### src/rtl/exu_wb_arbiter.sv
// Register-file write-port arbiter: the ALU writeback has fixed priority, MDU/LSU results
// queue in a small FIFO, and a starvation counter stalls ALU issue so a queued result can drain.
module exu_wb_arbiter #(
    parameter int XLEN         = 32,
    parameter int DEPTH        = 4,
    parameter int STARVE_LIMIT = 8
) (
    input  logic            clk,
    input  logic            rst,
    input  logic [XLEN-1:0] alu_wb_data,
    input  logic [4:0]      alu_wb_rd_addr,
    input  logic            alu_wb_rd_wr_en,
    input  logic            mdu_wb_valid,
    output logic            mdu_wb_ready,
    input  logic [XLEN-1:0] mdu_wb_data,
    input  logic [4:0]      mdu_wb_rd_addr,
    output logic            rf_wr_en,
    output logic [4:0]      rf_wr_addr,
    output logic [XLEN-1:0] rf_wr_data,
    output logic            rf_wr_src,
    output logic            mdu_pending,
    output logic            alu_stall
);

    localparam int AW = $clog2(DEPTH);
    localparam int CW = $clog2(STARVE_LIMIT + 1);

    logic [XLEN-1:0] data_mem [DEPTH];
    logic [4:0]      addr_mem [DEPTH];
    logic [AW-1:0]   wr_ptr;
    logic [AW-1:0]   rd_ptr;
    logic [AW:0]     count;
    logic [CW-1:0]   starve_cnt;

    logic full;
    logic empty;
    logic alu_active;
    logic push;
    logic pop;

    assign full       = (count == (AW + 1)'(DEPTH));
    assign empty      = (count == '0);
    assign alu_active = alu_wb_rd_wr_en & (alu_wb_rd_addr != 5'd0);
    // Ready looks at full only, so a full FIFO refuses a push even while it pops.
    assign push       = mdu_wb_valid & ~full;
    assign pop        = ~empty & ~alu_active;

    assign mdu_wb_ready = ~full;
    assign mdu_pending  = ~empty;
    assign alu_stall    = (starve_cnt == CW'(STARVE_LIMIT));

    // Storage carries no reset; validity is tracked entirely by count.
    always_ff @(posedge clk) begin
        if (push) begin
            data_mem[wr_ptr] <= mdu_wb_data;
            addr_mem[wr_ptr] <= mdu_wb_rd_addr;
        end
    end

    always_ff @(posedge clk or posedge rst) begin
        if (rst) begin
            wr_ptr     <= '0;
            rd_ptr     <= '0;
            count      <= '0;
            starve_cnt <= '0;
            rf_wr_en   <= 1'b0;
            rf_wr_addr <= '0;
            rf_wr_data <= '0;
            rf_wr_src  <= 1'b0;
        end else begin
            if (push) wr_ptr <= wr_ptr + 1'b1;
            if (pop)  rd_ptr <= rd_ptr + 1'b1;

            unique case ({push, pop})
                2'b10:   count <= count + 1'b1;
                2'b01:   count <= count - 1'b1;
                default: count <= count;
            endcase

            if (empty || pop)
                starve_cnt <= '0;
            else if (starve_cnt != CW'(STARVE_LIMIT))
                starve_cnt <= starve_cnt + 1'b1;

            if (alu_active) begin
                rf_wr_en   <= 1'b1;
                rf_wr_addr <= alu_wb_rd_addr;
                rf_wr_data <= alu_wb_data;
                rf_wr_src  <= 1'b0;
            end else if (pop) begin
                // x0 entries still consume their slot but never write.
                rf_wr_en   <= (addr_mem[rd_ptr] != 5'd0);
                rf_wr_addr <= addr_mem[rd_ptr];
                rf_wr_data <= data_mem[rd_ptr];
                rf_wr_src  <= 1'b1;
            end else begin
                rf_wr_en   <= 1'b0;
            end
        end
    end

endmodule
### config.mk
export PLATFORM = sky130hd
export DESIGN_NAME = exu_wb_arbiter
export DESIGN_NICKNAME = d
export VERILOG_FILES = /design/src/rtl/exu_wb_arbiter.sv
export SDC_FILE = /design/constraint.sdc
export NUM_CORES = 1
export LEC_CHECK = 0
export ABC_AREA = 1
export ABC_CLOCK_PERIOD_IN_PS = 3210
export CAP_MARGIN = 30
export CORE_MARGIN = 2
export CORE_UTILIZATION = 45
export CTS_BUF_LIST = sky130_fd_sc_hd__clkbuf_8 sky130_fd_sc_hd__clkbuf_16
export DETAILED_ROUTE_END_ITERATION = 16
export MAX_ROUTING_LAYER = met4
export PLACE_DENSITY = 0.67
export SETUP_SLACK_MARGIN = 0.1
export SLEW_MARGIN = 40
export SYNTH_ARGS = -nofsm -noshare
export SYNTH_HDL_FRONTEND = slang
export SYNTH_SLANG_ARGS = --single-unit
### constraint.sdc
create_clock -name clk -period 3.21 [get_ports clk]
set_input_delay 0.642 -clock clk [delete_from_list [all_inputs] [get_ports clk]]
set_output_delay 0.642 -clock clk [all_outputs]
set_load 0.005 [all_outputs]
Word-level counts from Yosys, hierarchy flattened --
Memories as Yosys holds them, arrays and structs flattened. Index checks and enable logic that the tools add are counted.
Storage, ports and cells: bits in writable memories 148, register bits 50, memories kept 2, input port bits 78
Memory list:
- data_mem | words 4, width 32, read ports 1, clocked after Yosys merged registers in 0, write ports 1, line 28 | logic [XLEN-1:0] data_mem [DEPTH];
- addr_mem | words 4, width 5, read ports 1, clocked after Yosys merged registers in 0, write ports 1, line 29 | logic [4:0] addr_mem [DEPTH];
Cells by class: add/sub/neg operators 5, reductions and logical operators 7, bitwise logic cells 6, mux-type cells 13, equal/unequal tests 5
Operators by type and width (number):
- 32-bit 2-to-1 mux | 2
- 5-bit 2-to-1 mux | 2
- 5-bit nonzero test | 2
- 4-bit 2-to-1 mux | 2
- 1-bit 2-to-1 mux | 6
- 3-bit one-hot mux with 2 select lines | 1
- 2-bit nonzero test | 3
- 2-bit by 1-bit adder with 2-bit output (second input constant) | 2
- 4-bit by 1-bit adder with 4-bit output (second input constant) | 1
- 4-bit == test (second input constant) | 1
- 4-bit != test (second input constant) | 1
- 3-bit by 1-bit adder with 3-bit output (second input constant) | 1
- 1-bit bitwise AND | 3
- 3-bit == test (second input constant) | 1
- 3-bit zero test | 1
- 1-bit NOT | 3
- 3-bit by 1-bit subtractor with 3-bit output (second input constant) | 1
- 2-bit by 1-bit == test with 1-bit output (second input constant) | 1
- 2-bit == test (second input constant) | 1
- 1-bit logical OR | 1

Depth between registers and ports, before layout --
Gate-level depths: netlist (run 1).
word-level depth 6, gate-level depth with buffers 11, depth with buffers taken out 10

Worst setup path before layout (run 1) --
No wires, ideal clock.
path type in2reg, start point in mdu_wb_valid, end point mem addr_mem[0][0], enable pin, arrival time 2384 ps, required time 2779 ps, slack 394 ps, cell stages on the path 2, path buffers 0, path through nand2_1 > nor2_1
Between the ends: cells in the longest elaborated chain, start to end 3
Ends and longest elaborated chain:
- from (decl) | line 13 | input logic mdu_wb_valid,
- 1-bit bitwise AND | line 45 | assign push = mdu_wb_valid & ~full;
- 1-bit 2-to-1 mux | line 54 | if (push) begin
- 1-bit 2-to-1 mux (not written as such) | line 56 | addr_mem[wr_ptr] <= mdu_wb_rd_addr;
- to (decl) | line 29
No other way between the ends.

Worst setup path in the final report (run 1) --
start point reg starve_cnt[1], end point out alu_stall
Between the ends: cells in the longest elaborated chain, start to end 1
Ends and longest elaborated chain:
- from (decl) | line 33 | logic [CW-1:0] starve_cnt;
- from (signal assigned) | line 83 | starve_cnt <= starve_cnt + 1'b1;
- 4-bit == test | line 50 | assign alu_stall = (starve_cnt == CW'(STARVE_LIMIT));
- to (decl) | line 22 | output logic alu_stall
No other way between the ends.

==> metrics list, run 1 <==
- A synthesized cell averages 12.6 µm².
- After clock tree synthesis, the clock-pin slew on the worst setup and hold paths is 0.06 ns.
- Number of violations reported at the end of detailed-routing iteration 0: 439
- The worst setup path is captured at a primary output.
* Async S/R FF share, synth: 25.3%
- Number of setup buffers added after CTS: 0
- The library cells used most frequently in the layout, excluding fill and tap cells, are sky130_fd_sc_hd__edfxtp_1 (148), sky130_fd_sc_hd__clkdlybuf4s50_1 (119), sky130_fd_sc_hd__nor2_1 (78), sky130_fd_sc_hd__nand2_1 (73), sky130_fd_sc_hd__o21ai_0 (66).
* Type of the worst setup path: reg -> out
- For hold timing, the worst endpoint is rf_wr_data[31].
* Post-synthesis cell type count: 29
- The via count of the first global-routing pass is 5428.
* Critical hold path startpoint: rf_wr_data[31]
- Counting flops and latches in the post-synthesis netlist gives 198.
- Input and output buffers added on the ports amount to 119.
- The library cell used most frequently in the layout, excluding fill and tap cells, is sky130_fd_sc_hd__edfxtp_1.
- Clock tree skew after final layout: 0.00652 ns
- The count of endpoints failing hold in the final timing report was 0.
* Final Max Slew Viols: 0
- The detail route stage leaves a number of antenna-violating nets equal to 0.
- At the pin with the least slew margin, the transition time is about 0.8 ns.
- Final wirelength: 17800 µm
- The cell area that synthesis handed to floorplanning was 0.00819 mm².
- The floorplan step defined a die boundary enclosing 0.0193 mm².
- Share of synthesized area occupied by flip-flops and latches: 69.5%
- Maximum single-stage delay on the critical path: 0.51 ns
* Number of top-level pins: 120
* First-pass GRT wire length: 28400 µm
* Hold buffer count at cts: 0
- The min-delay analysis places its worst path in the category reg -> reg.
* Worst VDD drop: 0.495 mV
- Among all stages on the critical path, the largest delay is contributed by sky130_fd_sc_hd__clkdlybuf4s50_1.
- CTS saw slightly below 200 sinks.
* Global placement routability congestion: 0.755
- Crit path top cell by count: sky130_fd_sc_hd__inv_1
- Starting density of the core: a little under half
- Worst setup SP type: flip-flop
- Synthesis produced a netlist with a net count of 737.
- Min Hold Slack: roughly 0.53 ns
- Entering global routing, the biggest net connects 76 pins.
* Dominant register cell in the synthesized netlist: sky130_fd_sc_hd__edfxtp_1
* Num CTS Buffers: 17
* Number of cells traversed by the worst hold path: 2
- In this run, synthesis inferred 148 flip-flops with an integrated enable.
- The tree is rooted in a sky130_fd_sc_hd__clkbuf_16.
- Number of vias per cell: 5.35
- DR WL/cell: 17.7 µm
* TritonCTS clock tree: yes
- Count of vias placed by the detailed router: 5396
* Number of levels in the clock H-tree: 4
* Share of final-layout standard cells stronger than drive strength 1: 14.0%
- During synthesis, Yosys emitted a total of 0 warnings.
- At the later pin of the worst-skew pair, clock insertion delay measures 0.43 ns.
- Static timing analysis puts the maximum clock frequency at 407 MHz.
* Initial antenna violation count: 1
- Worst Path Arrival: between 1.5 and 2 ns
* Reg2Reg Setup Slack: ~0.98 ns
* Remaining global-route overflow: 0
* Kind of cell with the highest combined delay on the critical path: buffers and inverters
* Placement row count: 49
- Counting every instance in the synthesized netlist gives 651.
- Leakage dissipation: around 3.8 nW
- In this run the tightest slew margin relative to its limit is 47.7%.
- In this run the power density over the cells is approximately 840 mW/mm².
* Maximum buffer depth of the clock tree: 2
* Post-detailed-route DRC marker count: 0
- The first detailed-routing pass ran for 5 iterations.
* Depth of the most critical reg-to-reg path: 8
- Setup violations remaining at the end of the flow were counted as 0.
- The signal on the critical path passes through inv_1, ha_1, nand2_1, inv_1, clkdlybuf4s50_1.
- In the final design database the tool counted 851 nets.
- Worst reg2reg startpoint: count[0]
* Post-route fraction of the period consumed by the critical path: roughly three quarters
* Layout overhead on the synthesized area: 23.3%
- The tool flagged a number of max-cap violations equal to 0.
* End of the worst register-to-register path: count[2]
- Minimum clock period: between 2 and 2.5 ns
* Die X-Extent: between 100 and 150 µm
* Unrepaired setup endpoints after global routing: false
- Post-DP HPWL: roughly 11000 µm
- TNS Setup: 0 ns
* Placeable core area: 0.0179 mm²
- Counting both buffers and inverters, the worst setup path holds a total of 3.
- Outcome: finished clean
- Max FO, Critical Path: 4
* Vert. Die Dim: 139 µm
- For the worst setup path, the data required time is 2.57 ns.
- Post-CTS sizing: 0
- Across every metal layer, demand over resource in global routing totals between 10% and 20%.
## worst min-delay path, cell delays in order, from the launching register on
cell and delay, ns:
sky130_fd_sc_hd__dfrtp_1 0.34, sky130_fd_sc_hd__nand3_1 0.07, sky130_fd_sc_hd__nand3_1 0.08
## state kept, by name (all words and copies together), names as in the netlist
signal / flops
rf_wr_en: 1
data_mem: 128
rf_wr_addr: 5
starve_cnt: 4
wr_ptr: 2
count: 3
rd_ptr: 2
rf_wr_src: 1
rf_wr_data: 32
addr_mem: 20
## cell usage after synthesis, drive strengths merged (3+ instances only)
library cell / n / area, µm²
nor2: 82 / 308
o22ai: 32 / 200
edfxtp: 148 / 4440
dfrtp: 50 / 1250
nand2: 103 / 480
xnor2: 3 / 26.3
xor2: 3 / 26.3
nand3: 88 / 586
inv: 17 / 73.8
a21oi: 4 / 20.0
ha: 7 / 87.6
clkbuf: 7 / 26.3
nand4: 5 / 31.3
nor3: 3 / 26.3
buf: 31 / 245
o21ai: 66 / 330
## metal layers
metal  share of wire, %  up-vias  global-route usage [%]
met1                 43     2690                    23.9
met5                  0        -                       -
met4                1.1        0                    5.64
met2                 51      156                    32.9
met3                4.6       14                    4.04
li1                   -     2536                       -
## per-stage QoR
stage               cells  total power [W]  cell area [µm²]  worst slack (ns)  utilization (%)
CTS                  1007          0.00858            10100             0.748             56.4
global placement      975          0.00645             9530             0.446             53.2
finish               1008          0.00850            10100             0.751             56.4
global route         1008          0.00902            10100             0.652             56.4
detailed placement    975          0.00655             9530             0.375             53.2
floorplan             651          0.00550             8190             0.394                -
## layout make-up
class | instances | area (µm²)
clock inverters | 14 | 120
well taps | 229 | 287
diodes | 1 | 2.50
clock buffers | 18 | 439
inverters | 17 | 73.8
flip-flops and latches | 198 | 5700
multi-input cells | 398 | 2180
repair buffers | 133 | 1300
fillers | 1453 | 7810
## how the worst max path moves through the flow
stage | startpoint | to | slack, ns | cells after the start
2_1_floorplan | mdu_wb_valid | addr_mem[0][0] | 0.39 | 2
3_3_place_gp | alu_wb_rd_addr[2] | count[2] | 0.45 | 11
3_5_place_dp | alu_wb_rd_addr[1] | count[2] | 0.38 | 11
4_1_cts | starve_cnt[0] | alu_stall | 0.75 | 5
5_1_grt | starve_cnt[0] | alu_stall | 0.65 | 5
6_report | starve_cnt[1] | alu_stall | 0.75 | 5
## cells by family (layout without fill, tap and decap cells)
logic type / after synthesis / in the layout / share of synthesized area (%)
compound gates: 102 / 102 / 6.72
flops: 198 / 198 / 69.5
simple gates: 282 / 282 / 17.6
xor+xnor: 6 / 6 / 0.642
buf+inv: 55 / 182 / 4.22
fa+ha+maj: 8 / 8 / 1.31
other cells: 0 / 1 / 0
## report_power, final
part	internal (W)	switching, W
clock	0.00115	0.000872
combinational	0.00110	0.00166
sequential	0.00343	0.000289
(Power assumes the default switching activity.)
==> run 2: changes to the inputs <==
- ABC_CLOCK_PERIOD_IN_PS: 3210 -> 2600
- clock period: 3.21 -> 2.6 ns (I/O delays scaled with it)
==> run 2 against run 1 <==
Non-clock buffer count up 2. Critical path type unchanged. Sequential share of layout area down 0.90 points. Critical endpoint unchanged. Core utilization up 0.92 points. Design area up 1.6%. Highest routed layer unchanged.
==> metrics list, run 2 (synthesis gave the netlist of run 1 again) <==
- Final Hold Vio Count: 0 (unchanged)
- Post-CTS sizing: 0 (unchanged)
- Global placement routability congestion: 0.720 (was 0.755)
* Maximum Capacitance Violations: 0 (unchanged)
- The final total power came to 0.0109 W (was 0.00850 W).
- The cell area after placement was 0.00961 mm² (was 0.00953 mm²).
- The die footprint is 0.0193 mm² (unchanged).
- Maximum buffer depth of the clock tree: 2 (unchanged)
* Share of final-layout standard cells stronger than drive strength 1: 15.3% (was 14.0%)
* Number of flip-flops in the largest register: 128 (unchanged)
- The number of remaining DRC errors came to 0 (unchanged).
- Detailed Routing Iterations Pass 1: 4 (was 5)
- Depth of the most critical reg-to-reg path: 9 (was 8)
- Outcome: finished clean (unchanged).
* Clk slew on worst S/H paths: 0.07 ns (was 0.06 ns)
* Type of the worst setup path: reg -> out (unchanged)
* Vias in the first global route: 5406 (was 5428)
- The highest routed metal layer is met4 (unchanged).
* Sequence of cells on the critical path: inv_1, ha_1, nand2_1, inv_1, clkdlybuf4s50_1 (unchanged)
* Post-route cell area: 0.0103 mm² (was 0.0101 mm²)
- Unrepaired setup endpoints after global routing: false (unchanged).
- Top reg by flops: data_mem (unchanged)
* Count of input and output buffers: 119 (unchanged)
- The total number of clock tree sinks came to 198 (unchanged).
* First-pass GRT wire length: 28600 µm (was 28400 µm)
- Die X-Extent: 139 µm (unchanged)
* Post-DP HPWL: 11000 µm (was 10800 µm)
* Num CTS Buffers: 17 (unchanged)
- Bufs and invs on worst path: 3 (unchanged)
- The worst-skew pair later-pin latency is 0.43 ns (about the same).
* Initial antenna violation count: 2 (was 1)
* Clock tree skew after final layout: 0.00719 ns (was 0.00652 ns)
- The number of violations reported at the end of detailed-routing iteration 0 came to 360 (was 439).
- Final net count: 853 (was 851)
- The worst hold path class is in -> async (was reg -> reg).
* Final Max Slew Viols: 0 (unchanged)
* Most common cell after layout, fill and taps aside: sky130_fd_sc_hd__edfxtp_1 (unchanged)
- Leakage dissipation: 3.82 nW (was 3.77 nW)
* Filler cells: 1424 (was 1453)
- GRT Resource Usage Total: 19.8% (was 19.5%)
- The total global routing overflow came to 0 (unchanged).
- Wire length the detailed router placed on met1: 7630 µm (was 7730 µm)
* Worst Path Arrival: 1.82 ns (about the same)
- The length of routed met3 wiring is 1070 µm (was 821 µm).
- Minimum clock period: 2.34 ns
- The quantity of hold-fixing buffers added after cts came to 0 (unchanged).
- The ratio of total power to cell area is 1060 mW/mm² (was 842 mW/mm²).
* Number of setup violations in the final report: 0 (unchanged)
* Number of vias per cell: 5.28 (was 5.35)
- Reg2Reg Setup Slack: 0.46 ns (was 0.98 ns)
- The startpoint type of the worst setup path is a flip-flop (unchanged).
- Worst Path Required: 2.08 ns (was 2.57 ns)
- The biggest cell delay along the critical path was 0.51 ns (about the same).
- Number of levels in the clock H-tree: 4 (unchanged)
* Number of setup buffers added after CTS: 0 (unchanged)
* Number of routed nets with antenna violations: 0 (unchanged)
- Highest-count cells in the layout ignoring fill and taps: sky130_fd_sc_hd__edfxtp_1 (148), sky130_fd_sc_hd__clkdlybuf4s50_1 (119), sky130_fd_sc_hd__nor2_1 (78), sky130_fd_sc_hd__nand2_1 (73), sky130_fd_sc_hd__o21ai_0 (66) (unchanged)
- For this run, the top clock speed supported by timing is ~430 MHz.
* Clk root buf: sky130_fd_sc_hd__clkbuf_16 (unchanged)
* DR WL/cell: 18.0 µm (was 17.7 µm)
- The routed wire length was 18200 µm (was 17800 µm).
- The category of cells accounting for the largest share of critical-path delay was buffers and inverters (unchanged).
- TritonCTS clock tree: yes (unchanged)
* Layout overhead on the synthesized area: 25.3% (was 23.3%)
- Max FO, Critical Path: 4 (unchanged)
* Placement row count: 49 (unchanged)
* End of the worst register-to-register path: count[2] (unchanged)
- Of the available clock period, the critical path in the final layout requires about nine tenths.
- The transition time at the pin with the least slew margin came to 0.761 ns (was 0.784 ns).
- The cell repeated most along the worst path is sky130_fd_sc_hd__inv_1 (unchanged).
* Sort of element at the end of the critical path: primary output (unchanged)
- Worst reg2reg startpoint: count[0] (unchanged)
- The starting utilization of the core area was 45.8% (unchanged).
- Largest registers: data_mem (128), rf_wr_data (32), addr_mem (20) (unchanged)
- The met2 routed wirelength was 9230 µm (was 9050 µm).
* Number of top-level pins: 120 (unchanged)
* Slowest cell on the critical path: sky130_fd_sc_hd__clkdlybuf4s50_1 (unchanged)
* Count of vias placed by the detailed router: 5342 (was 5396)
- Largest net degree at the start of global routing: 76 (unchanged)
- Headroom to the max-slew limit: 49.2% (was 47.7%)
- TNS Setup: 0 ns (unchanged)
- Placeable core area: 0.0179 mm² (unchanged)
- The maximum resistive drop on vdd came to 0.578 mV (was 0.495 mV).
- The die outline height was 139 µm (unchanged).
==> run 2: changes by cell type in the layout (fill, tap and decap cells not counted), sizes merged <==
cell      delta
clkinv       -2
diode        +1
buf          +2
clkbuf       -1
bufinv       +2
clkinvlp     +1
==> run 2: stage by stage <==
stage               hold slack, ns  worst slack [ns]  util (%)  instances
global placement             0.495             0.113      53.7        977
CTS                          0.445             0.253      57.3       1009
finish                       0.434             0.260      57.3       1011
detailed placement           0.508            0.0557      53.7        977
floorplan                    0.505            -0.182         -        651
global route                 0.463             0.181      57.3       1011
==> run 2: worst max-delay path by stage <==
stage | from | end | slack (ns) | cells after the start
finish | starve_cnt[0] | alu_stall | 0.26 | 5
global route | starve_cnt[0] | alu_stall | 0.18 | 5
CTS | starve_cnt[0] | alu_stall | 0.25 | 5
detailed placement | alu_wb_rd_addr[4] | rf_wr_data[3] | 0.06 | 9
global placement | alu_wb_rd_addr[4] | rf_wr_addr[3] | 0.11 | 9
floorplan | count[0] | addr_mem[0][0] | -0.18 | 4
==> run 2: power by group <==
| group | switching [W] | leakage (nW) | total [W] | internal (W) |
|---|---|---|---|---|
| Sequential | 0.000306 | 1.96 | 0.00454 | 0.00423 |
| Combinational | 0.00211 | 1.56 | 0.00352 | 0.00141 |
| Clock | 0.00119 | 0.310 | 0.00283 | 0.00164 |
==> run 2: layout make-up <==
type                    count  area [µm²]  share of cell area, %
repair buffers            135        1370                   13.4
clock buffers              17         425                   4.15
clock inverters            15         218                   2.12
inverters                  17        73.8                  0.720
flip-flops and latches    198        5700                   55.5
well taps                 229         287                   2.79
diodes                      2        5.00                 0.0488
multi-input cells         398        2180                   21.2
==> run 2: metal layers <==
| metal | global-route usage [%] | vias up |
|---|---|---|
| li1 | - | 2555 |
| met1 | 24.3 | 2603 |
| met2 | 33.0 | 158 |
| met3 | 4.45 | 26 |
| met4 | 6.49 | 0 |
| met5 | - | - |
